<file path="src/rtl/gfx_clear_pkg.sv">
// gfx_clear_pkg: shared types for the gfx frame-clear sequencer/arbiter.
// PASS forwards source beats, CLEAR emits the raster sweep, FLUSH waits
// for the final sweep beat to leave the output register.
package gfx_clear_pkg;

    typedef enum logic [1:0] {
        PASS  = 2'd0,
        CLEAR = 2'd1,
        FLUSH = 2'd2
    } state_t;

    // True in the states where the arbiter owns the framebuffer port.
    function automatic logic is_busy_state(input state_t s);
        return (s == CLEAR) || (s == FLUSH);
    endfunction

endpackage

</file>
<file path="src/rtl/gfx_clear_scan.sv">
// gfx_clear_scan: row-major raster counter over the visible area.
// x counts first and wraps to 0 while y steps; last is combinational and
// marks the bottom-right pixel so the caller can stop on the final beat.
module gfx_clear_scan #(
    parameter int H_VISIBLE = 640,
    parameter int V_VISIBLE = 480,
    parameter int H_WIDTH   = 12,
    parameter int V_WIDTH   = 12
) (
    input  logic               clk,
    input  logic               rst_n,
    input  logic               clr,
    input  logic               adv,
    output logic [H_WIDTH-1:0] x,
    output logic [V_WIDTH-1:0] y,
    output logic               last
);

    localparam logic [H_WIDTH-1:0] X_LAST = H_WIDTH'(H_VISIBLE - 1);
    localparam logic [V_WIDTH-1:0] Y_LAST = V_WIDTH'(V_VISIBLE - 1);

    assign last = (x == X_LAST) && (y == Y_LAST);

    // Step the raster position, wrapping the whole frame after the last pixel.
    always_ff @(posedge clk or negedge rst_n) begin
        if (!rst_n) begin
            x <= '0;
            y <= '0;
        end else if (clr) begin
            x <= '0;
            y <= '0;
        end else if (adv) begin
            if (x == X_LAST) begin
                x <= '0;
                y <= (y == Y_LAST) ? '0 : y + V_WIDTH'(1);
            end else begin
                x <= x + H_WIDTH'(1);
            end
        end
    end

endmodule

</file>
<file path="src/rtl/gfx_clear_arb.sv">
// gfx_clear_arb: frame-clear sequencer and arbiter in front of the
// framebuffer write port. Forwards source beats in PASS; on request it
// takes the port and sweeps CLEAR_PIXEL across the visible area, dropping
// source beats until the last sweep beat has been accepted downstream.
// Optional periodic auto-clear is enabled by defining GFX_CLEAR_AUTO_EN.
module gfx_clear_arb
    import gfx_clear_pkg::*;
#(
    parameter int                     H_WIDTH        = 12,
    parameter int                     V_WIDTH        = 12,
    parameter int                     PIXEL_WIDTH    = 12,
    parameter int                     H_VISIBLE      = 640,
    parameter int                     V_VISIBLE      = 480,
    parameter logic [PIXEL_WIDTH-1:0] CLEAR_PIXEL    = '0,
    parameter int                     CLEAR_INTERVAL = 1000000
) (
    input  logic                   clk,
    input  logic                   rst_n,
    input  logic                   clear_req,
    output logic                   clear_busy,
    output logic                   clear_done,
    input  logic                   s_gfx_valid,
    output logic                   s_gfx_ready,
    input  logic [H_WIDTH-1:0]     s_gfx_x,
    input  logic [V_WIDTH-1:0]     s_gfx_y,
    input  logic [PIXEL_WIDTH-1:0] s_gfx_pixel,
    output logic                   m_gfx_valid,
    input  logic                   m_gfx_ready,
    output logic [H_WIDTH-1:0]     m_gfx_x,
    output logic [V_WIDTH-1:0]     m_gfx_y,
    output logic [PIXEL_WIDTH-1:0] m_gfx_pixel
);

    state_t               state;
    logic                 pend;
    logic                 slot_free;
    logic                 auto_req;
    logic                 req_any;
    logic                 start_clear;
    logic                 out_handshake;
    logic                 scan_clr;
    logic                 scan_adv;
    logic                 scan_last;
    logic [H_WIDTH-1:0]   scan_x;
    logic [V_WIDTH-1:0]   scan_y;

    // The output register can take a new beat when empty or draining this cycle.
    assign slot_free     = !m_gfx_valid || m_gfx_ready;
    assign out_handshake = m_gfx_valid && m_gfx_ready;
    assign req_any       = clear_req || auto_req;
    assign start_clear   = (state == PASS) && (req_any || pend);
    assign scan_adv      = (state == CLEAR) && slot_free;
    assign scan_clr      = (state == FLUSH) && out_handshake;

    // Source sees backpressure only while forwarding; during a sweep it is drained.
    assign s_gfx_ready = is_busy_state(state) ? 1'b1 : slot_free;

    gfx_clear_scan #(
        .H_VISIBLE (H_VISIBLE),
        .V_VISIBLE (V_VISIBLE),
        .H_WIDTH   (H_WIDTH),
        .V_WIDTH   (V_WIDTH)
    ) u_scan (
        .clk   (clk),
        .rst_n (rst_n),
        .clr   (scan_clr),
        .adv   (scan_adv),
        .x     (scan_x),
        .y     (scan_y),
        .last  (scan_last)
    );

`ifdef GFX_CLEAR_AUTO_EN
    localparam int                 TIMER_W      = $clog2(CLEAR_INTERVAL + 1);
    localparam logic [TIMER_W-1:0] TIMER_RELOAD = TIMER_W'(CLEAR_INTERVAL);

    logic [TIMER_W-1:0] auto_cnt;

    // Count down PASS cycles between automatic clears; restart on each sweep.
    always_ff @(posedge clk or negedge rst_n) begin
        if (!rst_n) begin
            auto_cnt <= TIMER_RELOAD;
        end else if (start_clear) begin
            auto_cnt <= TIMER_RELOAD;
        end else if ((state == PASS) && (auto_cnt != '0)) begin
            auto_cnt <= auto_cnt - TIMER_W'(1);
        end
    end

    assign auto_req = (state == PASS) && (auto_cnt == '0);
`else
    assign auto_req = 1'b0;
`endif

    // Sequencer: owns state, the collapsed follow-up request and the status outputs.
    always_ff @(posedge clk or negedge rst_n) begin
        if (!rst_n) begin
            state      <= PASS;
            pend       <= 1'b0;
            clear_busy <= 1'b0;
            clear_done <= 1'b0;
        end else begin
            clear_done <= 1'b0;
            case (state)
                PASS: begin
                    if (start_clear) begin
                        state      <= CLEAR;
                        pend       <= 1'b0;
                        clear_busy <= 1'b1;
                    end
                end
                CLEAR: begin
                    if (req_any) begin
                        pend <= 1'b1;
                    end
                    if (slot_free && scan_last) begin
                        state <= FLUSH;
                    end
                end
                FLUSH: begin
                    if (req_any) begin
                        pend <= 1'b1;
                    end
                    if (out_handshake) begin
                        state      <= PASS;
                        clear_busy <= 1'b0;
                        clear_done <= 1'b1;
                    end
                end
                default: begin
                    state      <= PASS;
                    clear_busy <= 1'b0;
                end
            endcase
        end
    end

    // Output stage: loads a source beat, a sweep beat, or empties, only when free.
    always_ff @(posedge clk or negedge rst_n) begin
        if (!rst_n) begin
            m_gfx_valid <= 1'b0;
            m_gfx_x     <= '0;
            m_gfx_y     <= '0;
            m_gfx_pixel <= '0;
        end else if (slot_free) begin
            case (state)
                PASS: begin
                    m_gfx_valid <= s_gfx_valid;
                    if (s_gfx_valid) begin
                        m_gfx_x     <= s_gfx_x;
                        m_gfx_y     <= s_gfx_y;
                        m_gfx_pixel <= s_gfx_pixel;
                    end
                end
                CLEAR: begin
                    m_gfx_valid <= 1'b1;
                    m_gfx_x     <= scan_x;
                    m_gfx_y     <= scan_y;
                    m_gfx_pixel <= CLEAR_PIXEL;
                end
                default: begin
                    m_gfx_valid <= 1'b0;
                end
            endcase
        end
    end

endmodule

</file>
<file path="config.mk">
export PLATFORM = sky130hd
export DESIGN_NAME = gfx_clear_arb
export DESIGN_NICKNAME = d
export VERILOG_FILES = /design/src/rtl/gfx_clear_pkg.sv /design/src/rtl/gfx_clear_scan.sv /design/src/rtl/gfx_clear_arb.sv
export SDC_FILE = /design/constraint.sdc
export NUM_CORES = 1
export LEC_CHECK = 0
export CAP_MARGIN = 10
export CORE_MARGIN = 2
export CORE_UTILIZATION = 45
export CTS_BUF_LIST = sky130_fd_sc_hd__clkbuf_4 sky130_fd_sc_hd__clkbuf_8 sky130_fd_sc_hd__clkbuf_16
export DETAILED_ROUTE_END_ITERATION = 6
export PLACE_DENSITY = 0.74
export SKIP_LAST_GASP = 1
export SLEW_MARGIN = 10
export SYNTH_ARGS = -nofsm -noshare
export SYNTH_HDL_FRONTEND = slang
export SYNTH_SLANG_ARGS = --single-unit
</file>
<file path="constraint.sdc">
create_clock -name clk -period 2.4 [get_ports clk]
set_input_delay 0.24 -clock clk [delete_from_list [all_inputs] [get_ports clk]]
set_output_delay 0.24 -clock clk [all_outputs]
set_load 0.02 [all_outputs]
</file>
* After elaboration in Yosys (flattened, before gate mapping)
Cells that the tools add are included.
Word-level totals: bits in registers 66, bits of input ports 41
Cells by class: $add $sub $neg 2, equal/unequal tests 9, mux-type cells 27, bitwise logic cells 1, reductions and logical operators 21
Operator list (count):
- 2-to-1 mux 12 bit | 10
- case mux 12 bit (2 select lines) | 3
- adder 12 x 1 -> 12 bit, second input constant | 2
- equality test 12 x 10 -> 1 bit, second input constant | 1
- equality test 12 x 9 -> 1 bit, second input constant | 1
- AND reduction 3 bit | 4
- nonzero test 2 bit | 4
- 2-to-1 mux 1 bit | 7
- logical AND 1 bit | 6
- 2-to-1 mux 2 bit | 3
- inequality test 2 bit, second input constant | 3
- case mux 2 bit (3 select lines) | 1
- inequality test 2 x 1 -> 1 bit, second input constant | 2
- case mux 1 bit (2 select lines) | 2
- logical OR 1 bit | 3
- case mux 1 bit (3 select lines) | 1
- equality test 2 x 1 -> 1 bit, second input constant | 1
- equality test 2 bit, second input constant | 1
- zero test 2 bit | 1
- AND reduction 2 bit | 1
- OR reduction 2 bit | 1
- zero test 1 bit | 1
- NOT 1 bit | 1

* Longest topological paths before layout
Gate-level depths: netlist (run 1).
depth after elaboration 5, mapped depth 9, depth with buffers taken out 7

* Modules after synthesis
Synthesis (run 1) repeated with hierarchy kept, for this count alone.
Unflattened totals: cells, all modules 323, area total of the unflattened synthesis 3261.9 um^2
By module, submodules not included:
- gfx_clear_arb | instances 1, cells an instance 190, area each 1951.9 um^2, seq. area each 1051.0 um^2
- gfx_clear_scan | instances 1, cells an instance 133, area each 1310.0 um^2, seq. area each 600.6 um^2

* Least setup slack after synthesis (run 1)
Ideal clock, no wire load.
kind reg2reg, start reg u_scan.y[5], end reg u_scan.y[9], library setup time 0.119 ns, arrival time 1.682 ns, path slack 0.599 ns, cell stages (with the launch flop) 7, path buffers 1, period minus slack after synthesis 1.801 ns, cells stage by stage dfrtp_1 or4b_4 nor4_4 or3_1 buf_6 nor3_2 o21a_1
Between the ends: word-level cells in the longest chain between the ends 5
RTL lines:
- start: declaration | line gfx_clear_scan.sv:15 | output logic [V_WIDTH-1:0] y,
- start signal: assignment | line gfx_clear_scan.sv:35 | y <= (y == Y_LAST) ? '0 : y + V_WIDTH'(1);
- adder 12 x 1 -> 12 bit / equality test 12 x 9 -> 1 bit (equally long branches) | line gfx_clear_scan.sv:35
- 2-to-1 mux 12 bit * | line gfx_clear_scan.sv:35
- 2-to-1 mux 12 bit * | line gfx_clear_scan.sv:33 | if (x == X_LAST) begin
- 2-to-1 mux 12 bit * | line gfx_clear_scan.sv:32 | end else if (adv) begin
- 2-to-1 mux 12 bit * | line gfx_clear_scan.sv:29 | end else if (clr) begin
Mark *: on every way between the ends. The rest lies on a longest branch, timed or not. The select of a mux whose other input is x is not followed. A chain may end at the register's enable or synchronous reset.

* Worst setup path after layout (run 1)
start reg u_scan.x[0], end reg u_scan.y[4]
Between the ends: word-level cells in the longest chain between the ends 3
RTL lines:
- start: declaration | line gfx_clear_scan.sv:14 | output logic [H_WIDTH-1:0] x,
- start signal: assignment | line gfx_clear_scan.sv:37 | x <= x + H_WIDTH'(1);
- equality test 12 x 10 -> 1 bit | line gfx_clear_scan.sv:33
- nonzero test 2 bit (no source line)
- AND reduction 2 bit (no source line)
Every way passes these cells.

==> results by group, run 1 <==
Power
  • Total Power: roughly 4.7 mW
  • Leakage power total: 1.92 nW
  • Gate power share: 0.441
  • Clock group share of total power: 0.200
  • Net Sw Frac: 0.367
  • NetSw: approximately 1.7 mW
  • PwrDens: 1080 nW/um^2
  • Cell-internal power: 2.97 mW
  • Sequential share of power: 0.360
  • Worst VDD drop: 0.611 mV

Setup path
  • Reg2Reg Depth: 6
  • Worst path bufs/invs: 0
  • Slowest cell delay on critical path: 0.64 ns
  • Dominant delay contributor by cell family on the critical path: compound AO/OA/AOI/OAI gates
  • Crit path max fanout: 13
  • R2R Setup Slk: 0.18 ns
  • Worst Path Required: 2.60 ns
  • CP Launch Type: register
  • Critical path arrival: 2.42 ns
  • Slowest cell on the critical path: o21ai_1
  • CP Cell Sequence: ha_1 > nand2_1 > and4bb_2 > o21ai_1 > o21ai_0 > o41ai_1
  • CP Capture Type: register
  • R2r endpoint: u_scan.y[4]
  • R2R Path Start: u_scan.x[0]
  • CP Class: reg -> reg

Clock tree
  • H-tree lvl count: 3
  • Clk sinks: 66
  • CTS tree: built
  • Longest Clk Path Bufs: 2
  • Skew-Pair Late Insertion Delay: 0.34 ns
  • CTS root buf: clkbuf_8
  • Post CTS Setup Buffer Count: 0
  • Clk pin slew, worst setup/hold paths: ~0.07 ns
  • Hold_buf cts: 1
  • CTS Buf Count: 9
  • Post_cts resized: 0

Placed design
  • GPL Wtd Cong: between 0.8 and 0.9
  • Pre-CTS setup slack: 0.0738 ns
  • HPWL Detailed: 5320 um
  • I/O Buffers: 80

Job
  • Max_cap viols: 0

GRT
  • First-pass GRT wire length: about 13000 um
  • Initial antenna violation count: 0
  • Largest net degree at the start of global routing: 46
  • Gr ovfl total: 0
  • Tot GR Track Use: 0.206
  • Vias in the first global route: 2612

Final layout
  • Synthesis-to-finish area growth: 34.5%
  • Nets: 452
  • Share of cells above drive strength 1: 0.0852
  • N_diodes: 0

Die
  • Core area: 6910 um^2
  • Initial cell density of the core: 0.470
  • Ports: 81
  • Die height: 88.9 um
  • Die area: 7910 um^2
  • DIE WIDTH: roughly 90 um
  • FP Rows: 30

Timing
  • Max-slew violation count: 0
  • Setup Skew: 0.00662 ns
  • Fmax: 0.451 GHz
  • Hold Fails Final Rpt: 0
  • RSZ-0062 raised after global routing: no
  • Worst-margin pin slew: about 0.8 ns
  • Fin crit share: 0.925
  • Max-Slew Margin vs Limit: 0.463
  • Post-layout minimum cycle time: approximately 2.2 ns
  • Final setup margin: 0.181 ns
  • Setup total negative slack: 0 ns
  • Setup violators final: 0

Synthesis
  • Register area share after synthesis: 0.509
  • Post-Synthesis Cells: 324
  • Share of the synthesized area in the top cell type: 0.509
  • Average size of a mapped cell: 10.0 um^2
  • Syn. warnings: 0
  • Syn_nets: 370
  • Ys async rst share: 1.00
  • Number of synthesized flops with an enable pin: 0
  • Area leader, netlist: dfrtp_1
  • Area of the mapped netlist: 3250 um^2
  • Synth area leaders: dfrtp_1 51%, mux2i_1 7.4%, o21ai_0 6.3%, nand2_1 6.0%, a22o_1 3.5%
  • Synth Flop Type: dfrtp_1
  • Synth cell types: 45
  • #FFs+latches synth: between 60 and 70

Routing
  • Via count: 2689
  • First DRT Iteration DRCs: 187
  • First-pass detailed-route iteration total: 4
  • Post-DR vias/cell: 5.30
  • Routed Antenna Nets: 0
  • Drt wl/cell: ~15 um
  • Final WL: around 7500 um
  • DRC: 0

Status
  • Outcome: finished, final reports clean

Worst hold path
  • Worst min-delay path category: in -> async
routing by layer:
metal / global-route usage / part of all wire / vias up
li1: - / - / 1327
met1: 0.291 / 0.49 / 1268
met2: 0.306 / 0.45 / 85
met3: 0.0628 / 0.054 / 9
met4: 0.0638 / 0.011 / 0
met5: 0 / 0 / -
Yosys cell counts, types with 5 or more instances:
| library cell | instances |
|---|---|
| inv_1 | 7 |
| nand2_1 | 52 |
| clkbuf_1 | 10 |
| mux2i_1 | 24 |
| nor3_1 | 7 |
| o21ai_0 | 41 |
| a31oi_1 | 6 |
| nor2_1 | 22 |
| nand3_1 | 10 |
| dfrtp_1 | 66 |
| xnor2_1 | 5 |
| a22o_1 | 13 |
| ha_1 | 5 |
layout by cell type, fill, tap and decap left out, types with 2 or more instances in the layout:
cell type and count:
a21oi_1 4, a22o_1 13, a31oi_1 6, and3_1 3, buf_4 5, clkbuf_8 11, clkdlybuf4s50_1 79, clkinv_2 3
dfrtp_1 66, ha_1 4, inv_1 7, mux2i_1 24, nand2_1 51, nand2b_1 3, nand3_1 10, nor2_1 22
nor2b_1 3, nor3_1 6, nor3_2 2, nor4_1 2, o21a_1 2, o21ai_0 41, o21ai_1 3, o31ai_1 4
o41ai_1 2, o41ai_2 2, or3_1 4, xnor2_1 5
layout make-up:
cell class              count  area, um^2
clock buffers              11         151
clock inverters             5        52.6
fillers                   574        2540
inverters                   7        26.3
multi-input cells         235        1500
flip-flops and latches     66        1650
well taps                  96         120
repair buffers             87         863
state kept, by name, summed over array words and instances, names as in the netlist:
register     count
clear_busy       1
clear_done       1
m_gfx_pixel     12
m_gfx_valid      1
m_gfx_x         12
m_gfx_y         12
pend             1
state            2
u_scan.x        12
u_scan.y        12
cells by family (layout without fill, tap and decap cells):
family | Yosys count | in the layout | share of synthesized area
simple gates | 118 | 118 | 0.181
buf+inv | 23 | 110 | 0.0316
mux | 25 | 25 | 0.0775
compound gates | 82 | 82 | 0.169
flops | 66 | 66 | 0.509
xor+xnor | 5 | 5 | 0.0135
fa+ha+maj | 5 | 5 | 0.0193
power groups by stage:
stage                     registers, mW  clock network (mW)  logic (mW)
after floorplan                    2.02                   0       0.866
after global placement             1.70                   0        2.04
after detailed placement           1.70                   0        2.08
after CTS                          1.69               0.967        2.09
after global routing               1.73                1.02        2.26
final                              1.69               0.939        2.07
per-stage QoR:
stage / cell area (um^2) / util / instances / hold slack [ns]
floorplan: 3250 / - / 324 / -0.0556
global placement: 4150 / 0.601 / 490 / 0.240
detailed placement: 4150 / 0.601 / 490 / 0.247
CTS: 4360 / 0.632 / 507 / 0.406
global route: 4370 / 0.632 / 507 / 0.466
finish: 4370 / 0.632 / 507 / 0.419
worst register-to-register path, stage by stage (launching register included):
cell	delay, ns
dfrtp_1	0.42
ha_1	0.25
nand2_1	0.13
and4bb_2	0.29
o21ai_1	0.64
o21ai_0	0.23
o41ai_1	0.13
worst max path at each step:
stage,endpoint,start,cells after the start,slack [ns]
floorplan,u_scan.y[9],u_scan.y[5],6,0.60
global placement,m_gfx_pixel[0],m_gfx_ready,4,0.27
detailed placement,u_scan.y[4],m_gfx_ready,5,0.07
CTS,u_scan.y[4],u_scan.x[0],6,0.17
global route,u_scan.y[4],u_scan.x[0],6,0.001
finish,u_scan.y[4],u_scan.x[0],6,0.18
Note: power is estimated with default switching activity, not from simulation.
==> run 2, diff against run 1 <==
==> constraint.sdc (replaced) <==
create_clock -name clk -period 2.4 [get_ports clk]
set_input_delay 0.24 -clock clk [delete_from_list [all_inputs] [get_ports clk]]
set_output_delay 0.24 -clock clk [all_outputs]
set_load 0.005 [all_outputs]
==> results of run 2 <==
The final DEF is identical to that of run 1. Status: finished, final reports clean.
Among the figures that moved: total power 4.70 mW -> 4.36 mW; worst IR drop on VDD 0.611 mV -> 0.536 mV
==> run 3, diff against run 2 <==
Settings changed: CAP_MARGIN 10 to 20.
==> run 3 against run 2 <==
Compared with the run above:
- clock skew is essentially flat
- global-route usage fell by 0.39 points
- final cell count unchanged
- wire length about the same
- register-to-register slack gained 0.12 ns
- combinational power barely moved
- die area stayed put
- largest power group unchanged
==> results by group, run 3 (synthesis results as in run 1) <==
Final layout
  • Most common cell after layout, fill and taps aside: clkdlybuf4s50_1
  • FILL cells: 605
  • Share of cells above drive strength 1: 0.0852
  • Most frequent cells in the layout: 79 x clkdlybuf4s50_1, 66 x dfrtp_1, 51 x nand2_1
  • Nets: 453
  • N_diodes: 0
  • Synthesis-to-finish area growth: 34.8%

Routing
  • DR top layer: met4
  • M1 wire length: 3710 um
  • Post-DR vias/cell: 5.37
  • Final WL: 7490 um
  • Routed Antenna Nets: 0
  • First DRT Iteration DRCs: between 100 and 150
  • Drt wl/cell: 14.8 um
  • Via count: 2722
  • Met2 wire length: 3170 um
  • First-pass detailed-route iteration total: 4
  • WL met3: 501 um
  • DRC: 0

Setup path
  • CP Launch Type: register
  • Reg2Reg Depth: 6
  • Slowest cell on the critical path: dfrtp_1
  • Worst Path Required: 2.62 ns
  • CP Class: reg -> reg
  • CP Capture Type: register
  • Critical path arrival: 2.32 ns
  • CP Cell Sequence: ha_1 > nand3_1 > nor4_4 > or3_1 > nor3_2 > o21a_1
  • Slowest cell delay on critical path: 0.47 ns
  • Crit path max fanout: 7

Placed design
  • I/O Buffers: 80
  • GPL Wtd Cong: 0.863
  • Pre-CTS setup slack: 0.0675 ns
  • HPWL Detailed: 5320 um

Clock tree
  • Clk pin slew, worst setup/hold paths: 0.07 ns
  • CTS root buf: clkbuf_8
  • Longest Clk Path Bufs: 2
  • Skew-Pair Late Insertion Delay: approximately 0.33 ns
  • CTS tree: built
  • H-tree lvl count: 3
  • Post CTS Setup Buffer Count: 0
  • CTS Buf Count: 9
  • Clk sinks: between 60 and 70

Timing
  • Worst-margin pin slew: 0.772 ns
  • Fmax: 0.476 GHz
  • Post-layout minimum cycle time: 2.10 ns
  • Setup total negative slack: 0 ns
  • RSZ-0062 raised after global routing: no
  • Hold Fails Final Rpt: 0
  • Fin crit share: 0.875
  • Max-slew violation count: 0
  • Setup Skew: 0.00676 ns
  • Max-Slew Margin vs Limit: 0.481
  • Setup violators final: 0
  • Final setup margin: 0.300 ns

Die
  • Die area: 7910 um^2
  • Ports: between 80 and 90
  • Die height: 88.9 um
  • Core area: 6910 um^2
  • Initial cell density of the core: 0.470
  • DIE WIDTH: 88.9 um
  • FP Rows: 30

Status
  • Outcome: finished, final reports clean

Power
  • PwrDens: 1000 nW/um^2
  • Total Power: roughly 4.4 mW
  • Worst VDD drop: 0.597 mV
  • Leakage power total: 1.92 nW

GRT
  • Gr ovfl total: 0
  • Vias in the first global route: 2616
  • Initial antenna violation count: 0
  • First-pass GRT wire length: 12400 um
  • Largest net degree at the start of global routing: 46
  • Tot GR Track Use: 0.202

Worst hold path
  • Worst min-delay path category: in -> async

Job
  • Max_cap viols: 0
run 3: what timing repair did:
action | CTS | global route
resized for setup | 0 | 1
endpoints found under the setup margin | 0 | 1
endpoints found under the hold margin | 21 | 0
hold buffers | 1 | 0
run 3: cell type report:
class	instances	area, um^2	area share
flip-flops and latches	66	1650	0.377
multi-input cells	235	1500	0.343
repair buffers	88	868	0.198
clock buffers	13	173	0.0395
well taps	96	120	0.0275
clock inverters	2	35.0	0.00801
inverters	7	26.3	0.00601
run 3: final timing paths:
path,start,to,slack [ns]
min in group clk,m_gfx_y[11],m_gfx_y[11],0.48
worst min-delay path,rst_n,m_gfx_pixel[9],0.42
max in group asynchronous,rst_n,m_gfx_y[4],1.36
worst max-delay path,u_scan.y[0],u_scan.y[9],0.30
worst min register to register,m_gfx_y[11],m_gfx_y[11],0.48
worst max register to register,u_scan.y[0],u_scan.y[9],0.30
run 3: power by group:
| part | internal (mW) | total (mW) | leakage, nW | switching, mW |
|---|---|---|---|---|
| clock network | 0.569 | 0.957 | 0.109 | 0.387 |
| registers | 1.46 | 1.69 | 0.856 | 0.227 |
| logic | 0.975 | 1.73 | 0.959 | 0.756 |
run 3: critical path, delay by kind of cell (launching register included):
family	cells	cell delay, ns
adder cells (fa/ha/maj)	1	0.25
AND/OR/NAND/NOR	4	1.08
AO/OA/AOI/OAI	1	0.17
flip-flops	1	0.47
run 3: stage by stage:
step                 util  hold WS [ns]  cells  instance area (um^2)
floorplan               -       -0.0556    324                  3250
detailed placement  0.601         0.242    491                  4150
global route        0.634         0.472    507                  4380
global placement    0.601         0.240    490                  4150
CTS                 0.633         0.407    507                  4370
finish              0.634         0.422    507                  4380
run 3: routing by layer:
| layer | global-route usage | vias to the layer above |
|---|---|---|
| met2 | 0.292 | 103 |
| met1 | 0.297 | 1274 |
| met4 | 0.0760 | 0 |
| met3 | 0.0471 | 9 |
| li1 | - | 1336 |
| met5 | 0 | - |
